<file path="config.mk">
export PLATFORM = sky130hd
export DESIGN_NAME = mem_stage_sram
export DESIGN_NICKNAME = d
export VERILOG_FILES = /design/src/rtl/mem_stage_sram.sv
export SDC_FILE = /design/constraint.sdc
export NUM_CORES = 1
export LEC_CHECK = 0
export BUFFER_PORTS_ARGS = -buffer_cell sky130_fd_sc_hd__clkbuf_2
export CORE_MARGIN = 1.5
export CORE_UTILIZATION = 50
export DETAILED_ROUTE_END_ITERATION = 16
export HOLD_SLACK_MARGIN = 0.1
export PLACE_DENSITY = 0.81
export SYNTH_ARGS = -nofsm -noshare
export SYNTH_HDL_FRONTEND = slang
export SYNTH_SLANG_ARGS = --single-unit
</file>
<file path="constraint.sdc">
create_clock -name clk -period 15.6 [get_ports clk]
set_input_delay 2.34 -clock clk [delete_from_list [all_inputs] [get_ports clk]]
set_output_delay 2.34 -clock clk [all_outputs]
set_load 0.01 [all_outputs]
</file>
<file path="src/rtl/mem_stage_sram.sv">
// MEM stage of the ARM pipeline: services LDR/STR through a fixed-latency
// word SRAM, stalls upstream stages while an access is in flight, and holds
// the MEM/WB pipeline register.
module mem_stage_sram #(
  parameter int unsigned BASE_ADDR   = 1024,
  parameter int unsigned ADDR_W      = 16,
  parameter int unsigned WAIT_CYCLES = 4
) (
  input  logic              clk,
  input  logic              rst,
  input  logic              WB_EN_IN,
  input  logic              MEM_R_EN_IN,
  input  logic              MEM_W_EN_IN,
  input  logic [31:0]       ALU_result_IN,
  input  logic [31:0]       ST_val_IN,
  input  logic [3:0]        Dest_IN,
  output logic              freeze,
  output logic [ADDR_W-1:0] sram_addr,
  output logic [31:0]       sram_wdata,
  output logic              sram_we_n,
  input  logic [31:0]       sram_rdata,
  output logic              WB_EN,
  output logic              MEM_R_EN,
  output logic [31:0]       ALU_result,
  output logic [31:0]       MEM_result,
  output logic [3:0]        Dest
);

  localparam int unsigned CNT_W = (WAIT_CYCLES < 2) ? 1 : $clog2(WAIT_CYCLES);
  localparam logic [CNT_W-1:0] CNT_LAST = CNT_W'(WAIT_CYCLES - 1);

  typedef enum logic [1:0] {
    IDLE   = 2'd0,
    ACCESS = 2'd1,
    DONE   = 2'd2
  } state_t;

  state_t            state;
  logic [CNT_W-1:0]  cnt;
  logic              is_read;
  logic [31:0]       hold;
  logic              req;
  logic [ADDR_W-1:0] word_addr;

  // Any memory request; a read wins when both are set.
  assign req = MEM_R_EN_IN | MEM_W_EN_IN;

  // Byte address relative to the SRAM window, converted to a wrapping word index.
  assign word_addr = ADDR_W'((ALU_result_IN - 32'(BASE_ADDR)) >> 2);

  // Stall upstream from the request cycle through the last access cycle; reset forces it low.
  assign freeze = ~rst & (((state == IDLE) & req) | (state == ACCESS));

  // SRAM access sequencer: latch the request, strobe for WAIT_CYCLES, capture read data.
  always_ff @(posedge clk or posedge rst) begin
    if (rst) begin
      state      <= IDLE;
      cnt        <= '0;
      is_read    <= 1'b0;
      hold       <= '0;
      sram_we_n  <= 1'b1;
      sram_addr  <= '0;
      sram_wdata <= '0;
    end else begin
      case (state)
        IDLE: begin
          if (req) begin
            sram_addr  <= word_addr;
            sram_wdata <= ST_val_IN;
            is_read    <= MEM_R_EN_IN;
            sram_we_n  <= MEM_R_EN_IN;
            cnt        <= '0;
            state      <= ACCESS;
          end
        end
        ACCESS: begin
          cnt <= cnt + CNT_W'(1);
          if (cnt == CNT_LAST) begin
            if (is_read) begin
              hold <= sram_rdata;
            end
            sram_we_n <= 1'b1;
            state     <= DONE;
          end
        end
        DONE: begin
          sram_we_n <= 1'b1;
          state     <= IDLE;
        end
        default: begin
          sram_we_n <= 1'b1;
          state     <= IDLE;
        end
      endcase
    end
  end

  // MEM/WB pipeline register: advance when not frozen, otherwise inject a bubble.
  always_ff @(posedge clk or posedge rst) begin
    if (rst) begin
      WB_EN      <= 1'b0;
      MEM_R_EN   <= 1'b0;
      ALU_result <= '0;
      MEM_result <= '0;
      Dest       <= '0;
    end else if (freeze) begin
      WB_EN    <= 1'b0;
      MEM_R_EN <= 1'b0;
    end else begin
      WB_EN      <= WB_EN_IN;
      MEM_R_EN   <= MEM_R_EN_IN;
      ALU_result <= ALU_result_IN;
      Dest       <= Dest_IN;
      if (MEM_R_EN_IN) begin
        MEM_result <= hold;
      end
    end
  end

endmodule

</file>
==> results of run 1 <==
-- layout by cell type (no fill, tap or decap), types with 3 or more instances in the layout --
cell       instances
dfrtp_1          155
inv_1              6
o21ai_0            5
buf_4              4
a21oi_1            8
clkbuf_16         17
clkbuf_2         224
mux2_4            40
a31oi_1            4
mux2_2           101
clkbuf_8           4
nand2_1            4
or3_1              4
clkbuf_1           3
clkinv_2           4
-- layout make-up --
cell class,count,area (µm²),share of cell area
inverters,7,31.3,0.00394
repair buffers,228,1150,0.145
multi-input cells,192,2080,0.262
flip-flops and latches,156,3910,0.492
clock inverters,7,87.6,0.0110
clock buffers,24,492,0.0620
well taps,147,184,0.0232
-- synth_stat cells --
| cell type | instances |
|---|---|
| or4_4 | 1 |
| or4_1 | 1 |
| nor3_1 | 2 |
| mux2_2 | 101 |
| a22o_1 | 1 |
| o21ai_1 | 1 |
| o21ai_0 | 5 |
| or3_1 | 4 |
| nor2_2 | 1 |
| a21oi_1 | 8 |
| buf_4 | 2 |
| or2_1 | 1 |
| o31ai_1 | 1 |
| nor2b_1 | 1 |
| mux2i_1 | 1 |
| nand2b_1 | 2 |
| buf_6 | 4 |
| and2_1 | 2 |
| ha_1 | 2 |
| a211oi_1 | 1 |
| nor3b_1 | 2 |
| dfstp_2 | 1 |
| o21bai_1 | 2 |
| inv_1 | 7 |
| buf_2 | 11 |
| a31oi_1 | 4 |
| nand3_1 | 1 |
| and2b_1 | 1 |
| mux2_4 | 40 |
| nand2_1 | 4 |
| xnor2_1 | 2 |
| dfrtp_1 | 155 |
-- worst register-to-register path: cells and delay by family (launching register included) --
kind                   cells  cell delay [ps]
buffers and inverters      1              610
multiplexers               1              440
AND/OR/NAND/NOR            2              840
flip-flops                 1              470
-- power breakdown --
part / internal, mW / total [mW] / switching [mW]
sequential: 0.589 / 0.692 / 0.102
combinational: 0.316 / 0.569 / 0.253
clock: 0.250 / 0.402 / 0.151
-- cell families after synthesis --
kind of cell,synth area share
flip-flops,0.639
multiplexers,0.286
buffers and inverters,0.0231
AO/OA/AOI/OAI,0.0219
AND/OR/NAND/NOR,0.0229
XOR/XNOR,0.00287
adder cells (fa/ha/maj),0.00409
-- through the flow --
stage          instances  hold WS, ps  area [µm²]
2_1_floorplan        372          467        6110
3_3_place_gp         730          479        7350
3_5_place_dp         730          489        7350
4_1_cts              761          502        7930
5_1_grt              761          510        7930
6_report             761          497        7930
-- registers in the layout, indices dropped and copies added (netlist names) --
| name | flops |
|---|---|
| cnt | 2 |
| WB_EN | 1 |
| MEM_R_EN | 1 |
| is_read | 1 |
| MEM_result | 32 |
| sram_wdata | 32 |
| ALU_result | 32 |
| sram_we_n | 1 |
| state | 2 |
| Dest | 4 |
| sram_addr | 16 |
| hold | 32 |
-- routing by layer --
layer | routed length, µm | part of all wire
met1 | 5600 | 0.44
met2 | 6130 | 0.48
met3 | 949 | 0.074
met4 | 175 | 0.014
met5 | 0 | 0
-- path summary, 6_finish.rpt --
check                                     start                          to  slack (ps)  cells past startpoint
max                                 MEM_R_EN_IN                      freeze       10350                      4
min                        hold[24]$_DFFE_PP0P_  MEM_result[24]$_DFFE_PP0P_         500                      1
max reg2reg                state[1]$_DFFE_PP0P_    sram_addr[8]$_DFFE_PP0P_       13130                      4
min reg2reg                hold[24]$_DFFE_PP0P_  MEM_result[24]$_DFFE_PP0P_         500                      1
max in group asynchronous                   rst         Dest[3]$_DFFE_PP0N_       12090                      3
min in group asynchronous                   rst   ALU_result[9]$_DFFE_PP0N_        2120                      2
==> metrics, run 1 <==
num ports=225; met2 Usage GRT=0.331; H-tree Lvls=4; Die X=114 µm; Reg clk slew, reported paths=60 ps; Layout fillers=873; Yosys warnings=0; crit share post-route=0.336; drt drc=0; minimum clock period=5250 ps; RSZ-0062 raised after global routing=false; Yosys top cell area share=0.635; hpwl dp=9.01 mm; Post-CTS Hold Fix Bufs=0; final hold vios=0; min-delay worst type=reg -> reg; Buffers & Inverters on Critical Path=2; status=complete, no violations; WP data required=13260 ps; Design Power=1.66 mW; static leakage=3.91 nW; GPL Wtd Cong=0.778; Avg Synthesized Cell Area=16.4 µm²; initial antenna violation count=0; vias in the first global route=4050; Final Max Tran Viols=0; CTS max path bufs=2; CTS tree=yes; crit path cell chain=clkbuf_2, nor3_1, nor3_2, clkbuf_2; worst-margin pin slew=1110 ps; clock root buffer=clkbuf_16; CP arrival=2910 ps; die area=12900 µm²; Fmax achieved=191 MHz; syn nets=479; worst vdd ir=102 µV; DRT Pass-1 Iters=4; largest cells by area after synthesis=dfrtp_1, mux2_2, mux2_4, buf_2, buf_6; worst skew pair latency=420 ps; Seq/Total Area, Yosys=0.639; GRT overflow=0; maxcap violations=0; Cells after Synth=372; Net count, final=709; M1 GR Usage=0.265; final setup vio count=0; PD cells=210 nW/µm²; Via Count=3907; layer with the highest usage=met2; largest area contributor in the netlist=dfrtp_1; Post-CTS Resized=0; area of the core=12000 µm²; Final WS setup=10350 ps; largest net degree at the start of global routing=85; starting density of the core=0.511; crit path capture type=primary output; WL final=12.9 mm; Post-Syn Area=6110 µm²; die height=114 µm; max_slew headroom=0.256; share of cells above drive strength 1=0.658; Worst Path Max Fanout=5; setup slack at placement=10340 ps; IO Port Bufs=224; ANT nets after route=0; # diodes=0; met3 Use GR=0.0712; Largest stage delay, worst path=170 ps; Top cell by count, worst path=clkbuf_2; slowest CP cell=nor3_2; TritonCTS Buffers=17; flops & latches, synth=156; drt initial violations=150; Vias/cell=5.13; post-layout util=0.663; Setup CP Type=in -> out; Global Route Usage Sum=0.207; CTS sink cnt=156; CP top delay family=buffers and inverters; Placement Rows=40; drt wl/cell=16.9 µm; setup bufs post-CTS=0; count of cell types in the netlist=32; synth-to-layout area growth=29.8%; global-route wire length before repair=20.6 mm; Worst setup SP type=input pin; Setup Skew=6.79 ps; Fin Setup TNS=0 ps
Power figures use the tool's default switching activity.
==> run 2, diff against run 1 <==
--- a/config.mk
+++ b/config.mk
@@ -7,10 +7,10 @@
 export LEC_CHECK = 0
 export BUFFER_PORTS_ARGS = -buffer_cell sky130_fd_sc_hd__clkbuf_2
 export CORE_MARGIN = 1.5
-export CORE_UTILIZATION = 50
+export CORE_UTILIZATION = 49
 export DETAILED_ROUTE_END_ITERATION = 16
 export HOLD_SLACK_MARGIN = 0.1
-export PLACE_DENSITY = 0.81
+export PLACE_DENSITY = 0.79
 export SYNTH_ARGS = -nofsm -noshare
 export SYNTH_HDL_FRONTEND = slang
 export SYNTH_SLANG_ARGS = --single-unit
==> constraint.sdc (replaced) <==
create_clock -name clk -period 5.1 [get_ports clk]
set_input_delay 0.765 -clock clk [delete_from_list [all_inputs] [get_ports clk]]
set_output_delay 0.765 -clock clk [all_outputs]
set_load 0.01 [all_outputs]
==> run 2 against run 1 <==
Clock power increased to 2.9 times the previous value. Hold slack about the same. Highest routed layer unchanged. Clock skew decreased by 2.2 ps. Sequential share of layout area about the same. Core utilization decreased by 0.86 points. Non-clock buffer count unchanged. Largest power group unchanged.
==> metrics, run 2 (same netlist as run 1, synthesis figures left out) <==
clock root buffer=clkbuf_16; met2 wire length=6.11 mm; RSZ-0062 raised after global routing=false; ANT nets after route=0; Design Power=5.00 mW; GPL Wtd Cong=0.779; Vias/cell=4.95; share of cells above drive strength 1=0.663; Worst Path Max Fanout=33; Sw Share=0.311; PD cells=631 nW/µm²; drt wl/cell=16.0 µm; min-delay worst type=reg -> reg; num ports=225; Cell Int Power=3.45 mW; Via Count=3868; Setup CP Type=reg -> reg; Gate power share=0.347; worst skew pair latency=410 ps; global-route wire length before repair=20.1 mm; Fmax achieved=391 MHz; # diodes=0; CP top delay family=simple AND/OR/NAND/NOR gates; GRT overflow=0; CTS max path bufs=2; CP arrival=2860 ps; sequential power share=0.423; final setup vio count=0; crit share post-route=0.501; final std cells w/o fill=782; drt drc=0; Final Max Tran Viols=0; DRT Pass-1 Iters=4; IO Port Bufs=224; starting density of the core=0.505; commonest non-fill, non-tap cell in the layout=clkbuf_2; initial antenna violation count=0; M1 WL=5.20 mm; drt initial violations=145; Worst setup SP type=flop; Buffers & Inverters on Critical Path=1; final hold vios=0; Global Route Usage Sum=0.202; Setup Skew=4.62 ps; static leakage=3.89 nW; area of the core=12100 µm²; placed cells=751; CTS sink cnt=156; Post-CTS Resized=0; max_slew headroom=0.345; most frequent cells in the layout=clkbuf_2, dfrtp_1, mux2_2; TritonCTS Buffers=17; Largest stage delay, worst path=850 ps; crit path capture type=flop; minimum clock period=2560 ps; H-tree Lvls=4; P_sw=1.55 mW; WL final=12.5 mm; worst-margin pin slew=983 ps; die area=13200 µm²; Die X=115 µm; Net count, final=709; crit path cell chain=nor2_2, and2_2, buf_4, mux2_4; maxcap violations=0; Clk network pwr share=0.230; setup bufs post-CTS=0; Post-CTS Hold Fix Bufs=0; CTS tree=yes; Reg clk slew, reported paths=60 ps; Met3 Wirelength=1.05 mm; vias in the first global route=4087; die height=115 µm; WP data required=5400 ps; hpwl dp=8.80 mm; DR top layer=met4; synth-to-layout area growth=29.7%; worst vdd ir=305 µV; Placement Rows=40; status=complete, no violations; post-layout util=0.655; largest net degree at the start of global routing=115; Fin Setup TNS=0 ps; slowest CP cell=and2_2
run 2: cell types whose count changed in the layout (fill, tap and decap cells not counted), moves of 2 or more:
cell,change
clkinv_4,+2
clkbuf_8,-3
clkbuf_1,-2
clkinv_2,+2
clkinvlp_4,+2
run 2: power groups by stage:
stage / Sequential, mW / Clock, mW / Combinational (mW)
floorplan: 2.26 / 0 / 0.967
global placement: 2.10 / 0 / 1.70
detailed placement: 2.12 / 0 / 1.77
CTS: 2.12 / 1.18 / 1.77
global route: 2.18 / 1.23 / 1.89
finish: 2.12 / 1.15 / 1.74
run 2: layout make-up:
type / count / area [µm²]
Clock buffer: 19 / 443
Clock inverter: 12 / 100
Fill cell: 919 / 4180
Inverter: 7 / 31.3
Multi-Input combinational cell: 192 / 2090
Sequential cell: 156 / 3910
Tap cell: 168 / 210
Timing Repair Buffer: 228 / 1150
run 2: metal layers:
metal,vias up,global-route usage
li1,1775,-
met5,-,0
met2,162,0.325
met1,1920,0.247
met3,11,0.0762
met4,0,0.0817
run 2: metrics by stage:
| stage | area [µm²] | hold WS (ps) | worst slack [ps] |
|---|---|---|---|
| finish | 7930 | 497 | 2540 |
| global route | 7930 | 510 | 2360 |
| CTS | 7930 | 499 | 2520 |
| detailed placement | 7380 | 486 | 2140 |
| global placement | 7380 | 480 | 2220 |
| floorplan | 6110 | 467 | 130 |
run 2: worst paths after layout:
path	slack, ps	depth (start not counted)	startpoint	end
hold / removal	500	1	hold[3]$_DFFE_PP0P_	MEM_result[3]$_DFFE_PP0P_
setup reg to reg	2540	4	state[1]$_DFFE_PP0P_	sram_wdata[27]$_DFFE_PP0P_
setup / recovery	2540	4	state[1]$_DFFE_PP0P_	sram_wdata[27]$_DFFE_PP0P_
hold reg to reg	500	1	hold[3]$_DFFE_PP0P_	MEM_result[3]$_DFFE_PP0P_
min in group asynchronous	630	2	rst	sram_wdata[29]$_DFFE_PP0P_
max in group asynchronous	3310	3	rst	hold[10]$_DFFE_PP0P_
